## config.mk

```make
export PLATFORM = sky130hd
export DESIGN_NAME = add_sub_normalize_pipe_flat
export DESIGN_NICKNAME = d
export VERILOG_FILES = /design/src/rtl/add_sub_pkg.sv /design/src/rtl/add_sub_normalize_pipe_if.sv /design/src/rtl/add_sub_lzc.sv /design/src/rtl/add_sub_normalize_pipe.sv /design/src/flat_wrapper.sv
export SDC_FILE = /design/constraint.sdc
export NUM_CORES = 1
export LEC_CHECK = 0
export ABC_AREA = 1
export ABC_CLOCK_PERIOD_IN_PS = 4300
export BUFFER_PORTS_ARGS = -buffer_cell sky130_fd_sc_hd__buf_4
export CORE_MARGIN = 3
export CORE_UTILIZATION = 30
export DETAILED_ROUTE_END_ITERATION = 6
export SETUP_SLACK_MARGIN = 0.4
export SLEW_MARGIN = 0
export SYNTH_ARGS = -nofsm -noshare
export SYNTH_HDL_FRONTEND = slang
export SYNTH_SLANG_ARGS = --single-unit
```

## constraint.sdc

```tcl
create_clock -name i_clk -period 4.3 [get_ports i_clk]
set_input_delay 0.86 -clock i_clk [delete_from_list [all_inputs] [get_ports i_clk]]
set_output_delay 0.86 -clock i_clk [all_outputs]
set_load 0.005 [all_outputs]
```

## src/rtl/add_sub_pkg.sv

```systemverilog
// Shared widths, special encodings and the per-stage record for the add/sub normalizer.
package add_sub_pkg;

  localparam int SIZE_EXP  = 8;
  localparam int SIZE_FRAC = 23;
  localparam int SIZE_MANT = SIZE_FRAC + 5;
  localparam int SIZE_DATA = 1 + SIZE_EXP + SIZE_FRAC;
  localparam int LZC_W     = $clog2(SIZE_MANT);

  localparam logic [SIZE_EXP-1:0]  EXP_MAX = 8'hFF;
  localparam logic [SIZE_DATA-1:0] QNAN    = 32'h7FC00000;

  typedef enum logic [1:0] {
    NORMAL,
    ZERO,
    INF,
    NAN
  } kind_e;

  typedef struct packed {
    logic                 valid;
    logic                 sign;
    logic [SIZE_EXP-1:0]  exp;
    logic [SIZE_MANT-1:0] mant;
    kind_e                kind;
  } stage_t;

  function automatic logic [SIZE_DATA-1:0] inf_word(input logic sign);
    return {sign, EXP_MAX, {SIZE_FRAC{1'b0}}};
  endfunction

endpackage

```

## src/rtl/add_sub_normalize_pipe_if.sv

```systemverilog
// Operand/result handshake bundle; slave is the normalizer, master is its environment.
interface add_sub_normalize_pipe_if;
  import add_sub_pkg::*;

  logic                 i_valid;
  logic                 o_ready;
  logic                 i_sign;
  logic [SIZE_EXP-1:0]  i_exp;
  logic [SIZE_MANT-1:0] i_mant;
  logic                 o_valid;
  logic                 i_ready;
  logic [SIZE_DATA-1:0] o_result;

  modport slave (
    input  i_valid, i_sign, i_exp, i_mant, i_ready,
    output o_ready, o_valid, o_result
  );

  modport master (
    output i_valid, i_sign, i_exp, i_mant, i_ready,
    input  o_ready, o_valid, o_result
  );

endinterface

```

## src/rtl/add_sub_lzc.sv

```systemverilog
// Combinational leading-zero counter; an all-zero input returns WIDTH.
module add_sub_lzc #(
  parameter int WIDTH = 27,
  parameter int CNT_W = $clog2(WIDTH + 1)
) (
  input  logic [WIDTH-1:0] data_i,
  output logic [CNT_W-1:0] cnt_o
);

  // Scanning upward lets the highest set bit be the last (winning) assignment.
  always_comb begin
    cnt_o = CNT_W'(WIDTH);
    for (int i = 0; i < WIDTH; i++) begin
      if (data_i[i]) cnt_o = CNT_W'(WIDTH - 1 - i);
    end
  end

endmodule

```

## src/rtl/add_sub_normalize_pipe.sv

```systemverilog
// Normalize, round-to-nearest-even and pack the raw add/sub result: 3 cycles, 1 per cycle.
// A held output (o_valid & ~i_ready) freezes every stage and drops o_ready.
module add_sub_normalize_pipe
  import add_sub_pkg::*;
(
  input  logic                   i_clk,
  input  logic                   i_rst,
  add_sub_normalize_pipe_if.slave bus
);

  logic en;
  assign en          = ~bus.o_valid | bus.i_ready;
  assign bus.o_ready = en;

  stage_t               s1_d, s1_q, s2_d, s2_q;
  logic [LZC_W-1:0]     lzc_cnt, s1_lzc_d, s1_lzc_q;
  logic                 s3_valid_q;
  logic [SIZE_DATA-1:0] result_d, result_q;

  add_sub_lzc #(
    .WIDTH (SIZE_MANT - 1),
    .CNT_W (LZC_W)
  ) u_lzc (
    .data_i (bus.i_mant[SIZE_MANT-2:0]),
    .cnt_o  (lzc_cnt)
  );

  // Stage 1: classify, absorb a carry-out, pick the left-shift amount.
  always_comb begin
    s1_d.valid = bus.i_valid;
    s1_d.sign  = bus.i_sign;
    s1_d.exp   = bus.i_exp;
    s1_d.mant  = bus.i_mant;
    s1_d.kind  = NORMAL;
    s1_lzc_d   = '0;
    if (bus.i_exp == EXP_MAX) begin
      s1_d.kind = (|bus.i_mant[SIZE_MANT-3:3]) ? NAN : INF;
    end else if (bus.i_mant[SIZE_MANT-1]) begin
      s1_d.mant = {1'b0, bus.i_mant[SIZE_MANT-1:2], |bus.i_mant[1:0]};
      s1_d.exp  = bus.i_exp + SIZE_EXP'(1);
    end else if (bus.i_mant == '0) begin
      s1_d.kind = ZERO;
    end else begin
      s1_lzc_d = lzc_cnt;
    end
  end

  // Stage 2: shift left and lower the exponent; a non-positive exponent flushes to zero.
  logic signed [SIZE_EXP:0] exp_adj;
  assign exp_adj = $signed({1'b0, s1_q.exp})
                 - $signed({{(SIZE_EXP + 1 - LZC_W){1'b0}}, s1_lzc_q});

  always_comb begin
    s2_d = s1_q;
    if (s1_q.kind == NORMAL) begin
      if (s1_q.exp == EXP_MAX) begin
        s2_d.kind = INF;
      end else if (exp_adj[SIZE_EXP] || (exp_adj == '0)) begin
        s2_d.kind = ZERO;
      end else begin
        s2_d.exp  = exp_adj[SIZE_EXP-1:0];
        s2_d.mant = s1_q.mant << s1_lzc_q;
      end
    end
  end

  // Stage 3: RNE on guard/round/sticky, then pack.
  logic                  round_up;
  logic [SIZE_FRAC+1:0]  sig;
  logic [SIZE_EXP-1:0]   exp_r;
  logic [SIZE_FRAC-1:0]  frac;

  assign round_up = s2_q.mant[2] & (s2_q.mant[1] | s2_q.mant[0] | s2_q.mant[3]);
  assign sig      = s2_q.mant[SIZE_MANT-1:3] + {{(SIZE_FRAC + 1){1'b0}}, round_up};
  assign exp_r    = s2_q.exp + {{(SIZE_EXP - 1){1'b0}}, sig[SIZE_FRAC+1]};
  // A rounding overflow leaves sig at exactly 2.0, so the shifted fraction is zero.
  assign frac     = sig[SIZE_FRAC+1] ? sig[SIZE_FRAC:1] : sig[SIZE_FRAC-1:0];

  always_comb begin
    result_d = '0;
    case (s2_q.kind)
      NORMAL:  result_d = (exp_r == EXP_MAX) ? inf_word(s2_q.sign)
                                             : {s2_q.sign, exp_r, frac};
      ZERO:    result_d = {s2_q.sign, {(SIZE_DATA - 1){1'b0}}};
      INF:     result_d = inf_word(s2_q.sign);
      NAN:     result_d = QNAN;
      default: result_d = '0;
    endcase
  end

  always_ff @(posedge i_clk) begin
    if (i_rst) begin
      s1_q       <= '0;
      s1_lzc_q   <= '0;
      s2_q       <= '0;
      s3_valid_q <= 1'b0;
      result_q   <= '0;
    end else if (en) begin
      s1_q       <= s1_d;
      s1_lzc_q   <= s1_lzc_d;
      s2_q       <= s2_d;
      s3_valid_q <= s2_q.valid;
      result_q   <= result_d;
    end
  end

  assign bus.o_valid  = s3_valid_q;
  assign bus.o_result = result_q;

endmodule

```

## src/flat_wrapper.sv

```systemverilog
// flat-port wrapper written by rule: the top's interface ports become plain ports
module add_sub_normalize_pipe_flat import add_sub_pkg::*;
  (i_clk, i_rst, bus_i_valid, bus_i_sign, bus_i_exp, bus_i_mant, bus_i_ready, bus_o_ready, bus_o_valid, bus_o_result);
  add_sub_normalize_pipe_if bus_i ();
  input  logic i_clk;
  input  logic i_rst;
  input wire logic [$bits(bus_i.i_valid)-1:0] bus_i_valid;
  input wire logic [$bits(bus_i.i_sign)-1:0] bus_i_sign;
  input wire logic [$bits(bus_i.i_exp)-1:0] bus_i_exp;
  input wire logic [$bits(bus_i.i_mant)-1:0] bus_i_mant;
  input wire logic [$bits(bus_i.i_ready)-1:0] bus_i_ready;
  output wire logic [$bits(bus_i.o_ready)-1:0] bus_o_ready;
  output wire logic [$bits(bus_i.o_valid)-1:0] bus_o_valid;
  output wire logic [$bits(bus_i.o_result)-1:0] bus_o_result;
  assign bus_i.i_valid = bus_i_valid;
  assign bus_i.i_sign = bus_i_sign;
  assign bus_i.i_exp = bus_i_exp;
  assign bus_i.i_mant = bus_i_mant;
  assign bus_i.i_ready = bus_i_ready;
  assign bus_o_ready = bus_i.o_ready;
  assign bus_o_valid = bus_i.o_valid;
  assign bus_o_result = bus_i.o_result;
  add_sub_normalize_pipe u_core (.i_clk(i_clk), .i_rst(i_rst), .bus(bus_i));
endmodule
```

### Yosys cells after proc, flatten, opt, wreduce, memory -nomap -nowiden

Cells that the tools add are included.

| word-level totals | value |
|---|---|
| bits in registers | 118 |
| bits in latches | 0 |
| bits in writable memories | 0 |
| ROM bits | 0 |
| memories kept | 0 |

| cells by class | value |
|---|---|
| $add $sub $neg | 4 |
| multiply operators | 0 |
| div/mod/pow operators | 0 |
| $lt $le $gt $ge | 0 |
| equal/unequal tests | 6 |
| shift operators | 1 |
| mux-type cells | 44 |
| bitwise gates (word level) | 5 |
| reduce and logical (&&, ||, !) cells | 7 |

Operators with widths:

| cell | count |
|---|---|
| 2-to-1 mux 5 bit | 29 |
| 2-to-1 mux 36 bit | 4 |
| one-hot mux 32 bit (4 select lines) | 1 |
| 2-to-1 mux 38 bit | 1 |
| 2-to-1 mux 31 bit | 1 |
| logical NOT 28 bit | 1 |
| << shifter 28 x 5 -> 28 bit | 1 |
| adder 25 x 1 -> 25 bit | 1 |
| == test 8 bit (second input constant) | 3 |
| 2-to-1 mux 23 bit | 1 |
| OR reduction 23 bit | 1 |
| logical NOT 9 bit | 1 |
| subtractor 8 x 5 -> 9 bit | 1 |
| adder 8 x 1 -> 8 bit | 1 |
| adder 8 x 1 -> 8 bit (second input constant) | 1 |
| 2-to-1 mux 2 bit | 4 |
| == test 2 bit (second input constant) | 2 |
| logical NOT 2 bit | 2 |
| 2-to-1 mux 1 bit | 3 |
| OR 1 bit | 3 |
| == test 2 x 1 -> 1 bit (second input constant) | 1 |
| OR reduction 2 bit | 1 |
| bitwise AND 1 bit | 1 |
| logical OR 1 bit | 1 |
| inverter 1 bit | 1 |

### Longest topological paths before layout

Gate-level depths: netlist of run 1.

| depth | value |
|---|---|
| word-level depth | 30 |
| gate-level depth with buffers | 28 |
| gate-level depth less buffers | 28 |

### By module

From an unflattened synthesis of run 1, not the netlist that was laid out.

| unflattened totals | value |
|---|---|
| cell total of the unflattened synthesis | 1395 |
| area total of the unflattened synthesis | 8369.3 um2 |

By module, submodules not included:

| module | instances | cells an instance | area each (um2) | sequential area each (um2) |
|---|---|---|---|---|
| add_sub_normalize_pipe | 1 | 1315 | 8016.4 | 2362.3 |
| add_sub_lzc | 1 | 80 | 352.8 | 0.0 |

### Least setup slack after synthesis of run 1

Ideal clock, no wire load.

| timing | value |
|---|---|
| path kind | register to register |
| start | reg u_core.s2_q[5] (netlist bit) |
| end | reg u_core.result_q[8] (netlist: u_core.bus.o_result[8]) |
| arrival time | 3.406 ns |
| required time | 4.230 ns |
| setup slack | 0.824 ns |
| cell stages (with the launch flop) | 26 |
| path buffers | 2 |
| cell sequence | dfxtp_1 -> nand2_2 -> inv_1 -> ha_1 -> nand3_1 -> inv_1 -> nand3_1 -> nor2_1 -> inv_2 -> nor4_1 -> or2_2 -> nand2_1 -> inv_2 -> buf_2 -> ha_1 -> ha_1 -> nand3_1 -> xor2_1 -> inv_1 -> nand4_1 -> o21ai_0 -> nor2_1 -> clkbuf_1 -> o21a_1 -> o21ai_1 -> a21oi_1 |

| on the way | value |
|---|---|
| word-level cells in the longest chain between the ends | 7 |
| elaborated cells on any way between the ends | 8 |
| those cells by class | add/sub: 2; eq/ne: 1; mux: 3; bitwise: 2 |

RTL lines:

| element | line | source |
|---|---|---|
| start: declaration | add_sub_normalize_pipe.sv:15 | `stage_t s1_d, s1_q, s2_d, s2_q;` |
| start signal: assignment | add_sub_normalize_pipe.sv:95 | `s2_q <= '0;` |
| start signal: assignment | add_sub_normalize_pipe.sv:101 | `s2_q <= s2_d;` |
| OR 1 bit | add_sub_normalize_pipe.sv:73 | `assign round_up = s2_q.mant[2] & (s2_q.mant[1] \| s2_q.mant[0] \| s2_q.mant[3]);` |
| bitwise AND 1 bit | add_sub_normalize_pipe.sv:73 |  |
| adder 25 x 1 -> 25 bit * | add_sub_normalize_pipe.sv:74 | `assign sig = s2_q.mant[SIZE_MANT-1:3] + {{(SIZE_FRAC + 1){1'b0}}, round_up};` |
| adder 8 x 1 -> 8 bit | add_sub_normalize_pipe.sv:75 | `assign exp_r = s2_q.exp + {{(SIZE_EXP - 1){1'b0}}, sig[SIZE_FRAC+1]};` |
| == test 8 bit | add_sub_normalize_pipe.sv:82 | `NORMAL: result_d = (exp_r == EXP_MAX) ? inf_word(s2_q.sign)` |
| 2-to-1 mux 31 bit * | add_sub_normalize_pipe.sv:82 |  |
| one-hot mux 32 bit (4 select lines) * | add_sub_normalize_pipe.sv:81 | `case (s2_q.kind)` |
| end signal: assignment | add_sub_normalize_pipe.sv:103 | `result_q <= result_d;` |
| end: declaration | add_sub_normalize_pipe.sv:18 | `logic [SIZE_DATA-1:0] result_d, result_q;` |

Every way passes the cells marked *; elsewhere a longest branch is shown, timed or not.
A chain may end at the register's enable or synchronous reset.

### Final worst setup path of run 1

Same ends and word-level chain as after synthesis.

==> results of run 1 <==
==> synth_stat cells, types with 7 or more instances <==
cell,count
nand2_1,271
inv_1,136
o21ai_0,126
dfxtp_1,118
a21oi_1,106
nor2_1,100
clkbuf_1,61
nand3_1,51
o211ai_1,49
xor2_1,25
o21bai_1,16
nor3_1,12
xnor2_1,11
nand4_1,10
ha_1,9
inv_2,7
==> per-stage QoR <==
| stage | hold slack (ps) | setup WS, ps | instances | power (mW) | cell area [um^2] |
|---|---|---|---|---|---|
| floorplan | 441 | 824 | 1204 | 1.78 | 7770 |
| global placement | 460 | 920 | 1553 | 2.02 | 8580 |
| detailed placement | 460 | 836 | 1553 | 2.02 | 8580 |
| CTS | 470 | 818 | 1584 | 3.50 | 9180 |
| global route | 491 | 445 | 1584 | 3.66 | 9180 |
| finish | 467 | 874 | 1584 | 3.47 | 9180 |
==> power breakdown <==
| part | internal, mW | switching, mW |
|---|---|---|
| clock network | 0.913 | 0.552 |
| logic | 0.276 | 0.418 |
| registers | 1.20 | 0.113 |
==> worst register-to-register path: stages, from the launching register on <==
cell	delay, ps
dfxtp_1	370
nand2_2	80
inv_1	70
ha_1	180
nand3_1	110
inv_1	70
nand3_1	80
nor2_1	120
inv_2	70
nor4_2	280
or2_2	160
nand2_1	70
inv_2	70
ha_1	170
ha_1	190
nand3_1	110
xor2_1	160
inv_1	70
nand4_1	60
o21ai_0	240
nor2_1	60
buf_4	230
o21a_1	130
o21ai_1	70
a21oi_1	70
==> routing by layer <==
metal	up-vias	global-route usage [%]	share of wire, %	wire length (um)
met5	-	0	0	0
met4	0	4.99	2.1	502
met3	31	3.42	4.2	980
met2	173	28.1	47	11000
met1	3624	22.2	47	11100
li1	4096	-	-	-
==> final cells by class <==
type	instances	area (um^2)	share of cell area (%)
Clock buffer	17	425	4.63
Timing Repair Buffer	91	683	7.44
Multi-Input combinational cell	867	4570	49.8
Clock inverter	14	175	1.91
Sequential cell	118	2360	25.7
Tap cell	330	413	4.50
Inverter	147	554	6.04
==> what timing repair did <==
action	4_1_cts	5_1_grt
hold buffers	0	0
setup endpoints to repair	0	3
resized for setup	0	1
==> sequential cells by signal, indices dropped and copies added (netlist names) <==
signal	cells
u_core.bus.o_result	32
u_core.s1_q	40
u_core.s2_q	40
u_core.s1_lzc_q	5
u_core.bus.o_valid	1
==> cells in the final DEF (no fill, tap or decap), types with 4 or more instances in the layout <==
master / instances
nand2_1: 271
inv_1: 136
o21ai_0: 126
dfxtp_1: 118
a21oi_1: 106
nor2_1: 98
buf_4: 91
nand3_1: 51
o211ai_1: 49
xor2_1: 25
clkbuf_16: 17
o21bai_1: 16
nor3_1: 12
xnor2_1: 11
nand4_1: 10
ha_1: 9
inv_2: 8
o21ai_1: 6
a31oi_1: 6
a221oi_1: 5
o22ai_1: 5
o21a_1: 5
nor4_1: 4
a22oi_1: 4
a221oi_2: 4
==> cells by family (layout without fill, tap and decap cells) <==
| kind of cell | count (synthesis) | after routing | share of synthesized area, % |
|---|---|---|---|
| mux | 3 | 3 | 0.387 |
| fa+ha+maj | 10 | 10 | 1.71 |
| compound gates | 345 | 345 | 26.1 |
| simple gates | 473 | 473 | 26.3 |
| flops | 118 | 118 | 30.4 |
| buf+inv | 219 | 269 | 11.0 |
| xor+xnor | 36 | 36 | 4.06 |
==> worst paths after layout <==
check | start | endpoint | slack (ps) | depth (start not counted)
worst min register to register | u_core.bus.o_result[10] | u_core.bus.o_result[10] | 470 | 2
worst max register to register | u_core.s2_q[5] | u_core.bus.o_result[8] | 870 | 24
worst min-delay path | u_core.bus.o_result[10] | u_core.bus.o_result[10] | 470 | 2
worst max-delay path | u_core.s2_q[5] | u_core.bus.o_result[8] | 870 | 24
==> impl_metrics.ini, run 1 <==
[clock_tree]
clockBufferDepth = 2
clockRootBuffer = clkbuf_16
cts_setup_buffers = 0
cts_tree = yes
cts_buffers = 17
clock-sinks = 118
clk_latency_ps = 420
clk_pin_slew_ps = 60
h-tree-depth = 4

[die]
rows = 58
die_h_um = 167
die_x_um = 167
dieArea_um2 = 27900
ioPinCount = 75
core_area_um2 = 25300
start_util_pct = 30.7

[setup_path]
arrival_ps = 3710
cp_top_family = simple AND/OR/NAND/NOR gates
worstPathMaxFanout = 22
start_kind = register
end_kind = register
path_class = register to register
crit_slowest_cell = dfxtp_1
worst-path-buf-inv = 6
worstPathRequired_ps = 4580
path_cells = nand2_2, inv_1, ha_1, nand3_1, inv_1, nand3_1, nor2_1, inv_2, nor4_2, or2_2, nand2_1, inv_2, ha_1, ha_1, nand3_1, xor2_1, inv_1, nand4_1, o21ai_0, nor2_1, buf_4, o21a_1, o21ai_1, a21oi_1
critPathMaxStageDelay_ps = 370

[drt]
ant_nets = 0
wl_per_cell_um = 14.9
vias = 7924
initialDrtViolationCount = 502
drc = 0
wl_um = 23600
avgViaCountPerCell = 5.00
drtPass1Iterations = 6

[job]
maxCapViolCount = 0

[finish]
fillers = 2739
drive_gt1_share_pct = 12.7
nets = 1293
utilization_pct = 36.3
area_growth_pct = 18.2
diodes = 0

[global_routing]
grtUsageTotal_pct = 16.9
grt_max_degree = 81
grt_pass1_vias = 7439
antenna_found_initial = 0
grt_pass1_wl_um = 38500
grt-ovfl-total = 0

[place]
dp_hpwl_um = 17500
gp_congestion = 0.952
port_buffers = 74

[synth]
synth_area_um2 = 7770
syn-num-nets = 1255
ys_seq_area_share_pct = 30.4
yosys_warnings = 0
ys_top_cells_by_area = dfxtp_1 30%, nand2_1 13%, o21ai_0 8.1%
yosysTopAreaCell = dfxtp_1
synth_top_area_share_pct = 30.4
synthCells = 1204
syn_area_per_cell_um2 = 6.45
synth_cell_types = 56
synthFlopType = dfxtp_1
ys_ff_latch = 118
synth_edf_count = 0
async_reset_ff_share_pct = 0

[power]
leakage_nw = 4.16
ir_drop_uv = 230
powerDensity_nw_per_um2 = 378

[sta]
hold_viol_final = 0
fin_crit_ps = 3430
tightest_slew_ps = 1220
slew-limit-headroom_pct = 18.2
setup-violations-final = 0
max_clock_freq_mhz = 292
rsz0062_at_grt = false
slew_violations = 0
finClkSkew_ps = 10.8
fin_setup_tns_ps = 0
finalCritPeriodShare_pct = 79.7

[hold_path]
hold_class = register to register

[run_status]
outcome = completed
(Power assumes the default switching activity.)
==> run 2: changes to the inputs <==
- ABC_CLOCK_PERIOD_IN_PS: 4300 -> 3500
- clock period: 4.3 -> 3.5 ns (I/O delays scaled with it)
==> run 2 against run 1 <==
Effect of this change:
- sequential power rose by 24%
- core utilization is 0.96 points higher
- wire length increased by 2.3%
- maximum frequency up 13%
- register-to-register slack got worse by 410 ps
- non-clock buffer count rose by 11
- critical endpoint is now u_core.bus.o_result[9]
==> impl_metrics.ini, run 2 (synthesis gave the netlist of run 1 again) <==
[clock_tree]
clockRootBuffer = clkbuf_16
cts_buffers = 17
clk_latency_ps = 420
hold_buffers = 0
clockBufferDepth = 2
h-tree-depth = 4
clk_pin_slew_ps = 60
clock-sinks = 118
cts_tree = yes

[die]
start_util_pct = 30.7
die_h_um = 167
rows = 58
core_area_um2 = 25300
dieArea_um2 = 27900
ioPinCount = 75
die_x_um = 167

[finish]
area_growth_pct = 21.3
layout_common_cells = 269 x nand2_1, 134 x inv_1, 125 x o21ai_0, 116 x dfxtp_1, 106 x a21oi_1
utilization_pct = 37.2
layout_commonest_cell = nand2_1
drive_gt1_share_pct = 15.0
diodes = 0
nets = 1305

[power]
powerDensity_nw_per_um2 = 455
ir_drop_uv = 285
leakage_nw = 4.22

[hold_path]
hold_class = register to register
hold_depth = 2
min_from = u_core.bus.o_result[14]
hold_path_end = u_core.bus.o_result[14]

[sta]
setup-violations-final = 0
fin_setup_tns_ps = 0
slew_violations = 0
fin_crit_ps = 3040
finalCritPeriodShare_pct = 86.8
finClkSkew_ps = 9.25
tightest_slew_ps = 1050
max_clock_freq_mhz = 329
hold_viol_final = 0
fin_hold_ws_ps = 465
rsz0062_at_grt = true
slew-limit-headroom_pct = 29.6

[place]
port_buffers = 74
dp_hpwl_um = 17500
gp_congestion = 0.935

[drt]
drtPass1Iterations = 5
ant_nets = 0
wl_per_cell_um = 15.1
wl_um = 24100
initialDrtViolationCount = 653
vias = 8097
drc = 0
avgViaCountPerCell = 5.07

[setup_path]
r2r_end = u_core.bus.o_result[9]
start_kind = register
critPathMaxStageDelay_ps = 330
reg2reg_depth = 22
path_cells = nand2_2, inv_2, ha_4, nand3_4, inv_2, nand3_2, nor2_2, inv_2, nor4_4, or2_4, nand2_4, inv_4, ha_4, nand3_4, nand3b_1, xor2_2, o21ai_2, nor2_4, buf_6, o21a_1, o21ai_1, a21oi_1
end_kind = register
path_class = register to register
crit_slowest_cell = dfxtp_2
critical_path.most_common_cell = inv_2
worstPathMaxFanout = 6
arrival_ps = 3380
r2r_start = u_core.s2_q[4]
r2r_slack_ps = 460
worstPathRequired_ps = 3850

[global_routing]
met3_usage_pct = 3.18
grt-busiest-layer = met2
grt_max_degree = 84
grt_pass1_vias = 7482
antenna_found_initial = 0
grtUsageTotal_pct = 17.2
grt_pass1_wl_um = 39400
grtUsageMet2_pct = 27.7
grtUsageMet1_pct = 23.6
grt-ovfl-total = 0

[job]
maxCapViolCount = 0

[run_status]
outcome = completed
[run 2: metal layers]
metal,vias to the layer above,share of wire (%)
met4,0,1.7
met3,30,5.0
met5,-,0
met2,213,46
met1,3744,47
li1,4110,-
[run 2: cell type report]
cell class                      count  area (um^2)
Clock buffer                       19          453
Clock inverter                     13          146
Fill cell                        2706        15900
Inverter                          147          562
Multi-Input combinational cell    868         4700
Sequential cell                   118         2360
Tap cell                          330          413
Timing Repair Buffer              102          787
[run 2: timing repair]
action                     4_1_cts  5_1_grt
cloned                           2        1
gates resized for setup          5       19
setup buffers                    1        5
setup endpoints to repair       20       42
pin swaps                        4       12
[run 2: worst max-delay path: cells and delay by family (launching register included)]
| family | cells | cell delay (ps) |
|---|---|---|
| buffers and inverters | 5 | 420 |
| AND/OR/NAND/NOR | 10 | 1330 |
| flip-flops | 1 | 330 |
| adder cells (fa/ha/maj) | 2 | 290 |
| XOR/XNOR | 1 | 200 |
| AO/OA/AOI/OAI | 4 | 410 |
[run 2: stage by stage]
step	total power, mW	cell area, um^2	cells	worst slack [ps]
after floorplan	2.20	7830	1204	429
after global placement	2.49	8660	1556	407
after detailed placement	2.50	8660	1556	362
after CTS	4.29	9290	1591	413
after global routing	4.51	9430	1597	212
final	4.29	9430	1597	463
[run 2: worst max-delay path by stage]
stage / start / end / slack (ps) / cells after the start
floorplan: u_core.s1_lzc_q[1] / u_core.s2_q[4] / 430 / 20
global placement: u_core.s2_q[4] / u_core.bus.o_result[8] / 410 / 24
detailed placement: u_core.s2_q[4] / u_core.bus.o_result[7] / 360 / 24
CTS: u_core.s2_q[19] / u_core.bus.o_result[7] / 410 / 16
global route: u_core.s2_q[4] / u_core.bus.o_result[9] / 210 / 24
finish: u_core.s2_q[4] / u_core.bus.o_result[9] / 460 / 22
[run 2: power breakdown]
part | switching (mW) | leakage [nW] | internal (mW)
Combinational | 0.534 | 2.97 | 0.367
Sequential | 0.144 | 0.974 | 1.47
Clock | 0.677 | 0.279 | 1.09
==> run 3: changes to the inputs <==
- RECOVER_POWER: not set -> 25
==> run 3 against run 2 <==
Effect of this change:
- register-to-register slack about the same
- flip-flop and latch count stayed put
- core utilization is 0.13 points lower
- maximum frequency is essentially flat
- final cell count stayed put
- global-route usage did not move
- combinational power shrank 0.7%
- clock power barely moved
- setup slack got worse by 2.3 ps
- first-iteration DRC count grew 3.5%
==> impl_metrics.ini, run 3 (synthesis gave the netlist of run 1 again) <==
[run_status]
outcome = completed

[power]
pwr-share-seq_pct = 37.8
switching_share_pct = 31.7
finalPower_mw = 4.28
p_switching_mw = 1.35
leakage_nw = 4.18
clkPwrFrac_pct = 41.3
comb_power_share_pct = 20.9
powerDensity_nw_per_um2 = 456
intPower_mw = 2.92
ir_drop_uv = 286

[place]
post-place-ws_ps = 362
port_buffers = 74
dp_hpwl_um = 17500
gp_congestion = 0.935
place_area_um2 = 8660
placedCellCount = 1556

[setup_path]
worstPathRequired_ps = 3850
arrival_ps = 3390
r2r_start = u_core.s2_q[4]
reg2reg_depth = 22
worstPathMaxFanout = 6
r2r_end = u_core.bus.o_result[9]
start_kind = register
end_kind = register
path_class = register to register
r2r_slack_ps = 460

[clock_tree]
clockRootBuffer = clkbuf_16
clk_pin_slew_ps = 60
clk_latency_ps = 420
cts_buffers = 17
clockBufferDepth = 2
h-tree-depth = 4
cts_tree = yes
clock-sinks = 118

[sta]
fin_crit_ps = 3040
slew-limit-headroom_pct = 25.8
slew_violations = 0
hold_viol_final = 0
finalCritPeriodShare_pct = 86.8
finClkSkew_ps = 9.23
tightest_slew_ps = 1110
max_clock_freq_mhz = 329
fin_setup_tns_ps = 0
setup_slack_ps = 461
rsz0062_at_grt = true
setup-violations-final = 0

[finish]
stdcell_count = 1597
finalInstanceArea_um2 = 9390
nets = 1305
diodes = 0
layout_common_cells = 269 x nand2_1, 135 x inv_1, 125 x o21ai_0, 116 x dfxtp_1, 106 x a21oi_1
fillers = 2712
layout_commonest_cell = nand2_1
drive_gt1_share_pct = 14.3
area_growth_pct = 20.9

[global_routing]
met3_usage_pct = 3.18
grt-ovfl-total = 0
grt_pass1_wl_um = 39400
grt_pass1_vias = 7482
grt_max_degree = 84
grtUsageMet2_pct = 27.7
grtUsageTotal_pct = 17.2
antenna_found_initial = 0
grtUsageMet1_pct = 23.6
grt-busiest-layer = met2

[drt]
wl_per_cell_um = 15.1
drc = 0
drtPass1Iterations = 5
initialDrtViolationCount = 676
vias = 8084
ant_nets = 0
wl_um = 24100
avgViaCountPerCell = 5.06

[hold_path]
hold_depth = 2
hold_class = register to register
min_from = u_core.bus.o_result[14]
hold_path_end = u_core.bus.o_result[14]

[die]
dieArea_um2 = 27900
die_h_um = 167
core_area_um2 = 25300
ioPinCount = 75
start_util_pct = 30.7
rows = 58
die_x_um = 167

[job]
maxCapViolCount = 0
-- run 3: changes by cell type in the layout (fill, tap and decap cells not counted), sizes merged --
cell	before	now
buf	102	67
clkbuf	19	54
-- run 3: area by class of cell --
| class | count | area [um^2] | area share (%) |
|---|---|---|---|
| flip-flops and latches | 118 | 2360 | 25.2 |
| inverters | 147 | 562 | 5.98 |
| clock inverters | 13 | 146 | 1.56 |
| clock buffers | 19 | 453 | 4.82 |
| well taps | 330 | 413 | 4.40 |
| multi-input cells | 868 | 4690 | 50.0 |
| repair buffers | 102 | 761 | 8.10 |
-- run 3: power by group through the flow --
stage / combinational [mW] / clock, mW / sequential, mW
after floorplan: 0.607 / 0 / 1.59
after global placement: 0.859 / 0 / 1.63
after detailed placement: 0.863 / 0 / 1.64
after CTS: 0.879 / 1.80 / 1.61
after global routing: 1.01 / 1.86 / 1.63
final: 0.895 / 1.77 / 1.62
-- run 3: how the worst max path moves through the flow --
stage / slack [ps] / from / to
CTS: 410 / u_core.s2_q[19] / u_core.bus.o_result[7]
detailed placement: 360 / u_core.s2_q[4] / u_core.bus.o_result[7]
floorplan: 430 / u_core.s1_lzc_q[1] / u_core.s2_q[4]
global route: 210 / u_core.s2_q[4] / u_core.bus.o_result[9]
global placement: 410 / u_core.s2_q[4] / u_core.bus.o_result[8]
finish: 460 / u_core.s2_q[4] / u_core.bus.o_result[9]
-- run 3: stage by stage --
| step | util, % | hold slack (ps) |
|---|---|---|
| floorplan | - | 441 |
| detailed placement | 34.2 | 458 |
| global placement | 34.2 | 458 |
| CTS | 36.7 | 467 |
| finish | 37.1 | 464 |
| global route | 37.1 | 498 |
-- run 3: critical path: stages (launching register included) --
cell and delay [ps]:
dfxtp_2 330, nand2_2 60, inv_2 70, ha_4 140, nand3_4 80, inv_2 60
nand3_2 70, nor2_2 120, inv_2 60, nor4_4 270, or2_4 170, nand2_4 60
inv_4 70, ha_4 150, nand3_4 80, nand3b_1 240, xor2_2 200, o21ai_2 100
nor2_4 180, buf_6 160, o21a_1 110, o21ai_1 60, a21oi_1 140
-- run 3: repair_timing --
action                     4_1_cts  5_1_grt
setup endpoints to repair       20       42
gates cloned                     2        1
setup buffers                    1        5
hold buffers                     0        0
gates resized for setup          5       19
pin swaps                        4       12
-- run 3: per-layer routing --
metal / up-vias / routed length [um]
met5: - / 0
met4: 0 / 374
met3: 25 / 1150
met2: 212 / 11200
met1: 3739 / 11400
li1: 4108 / -
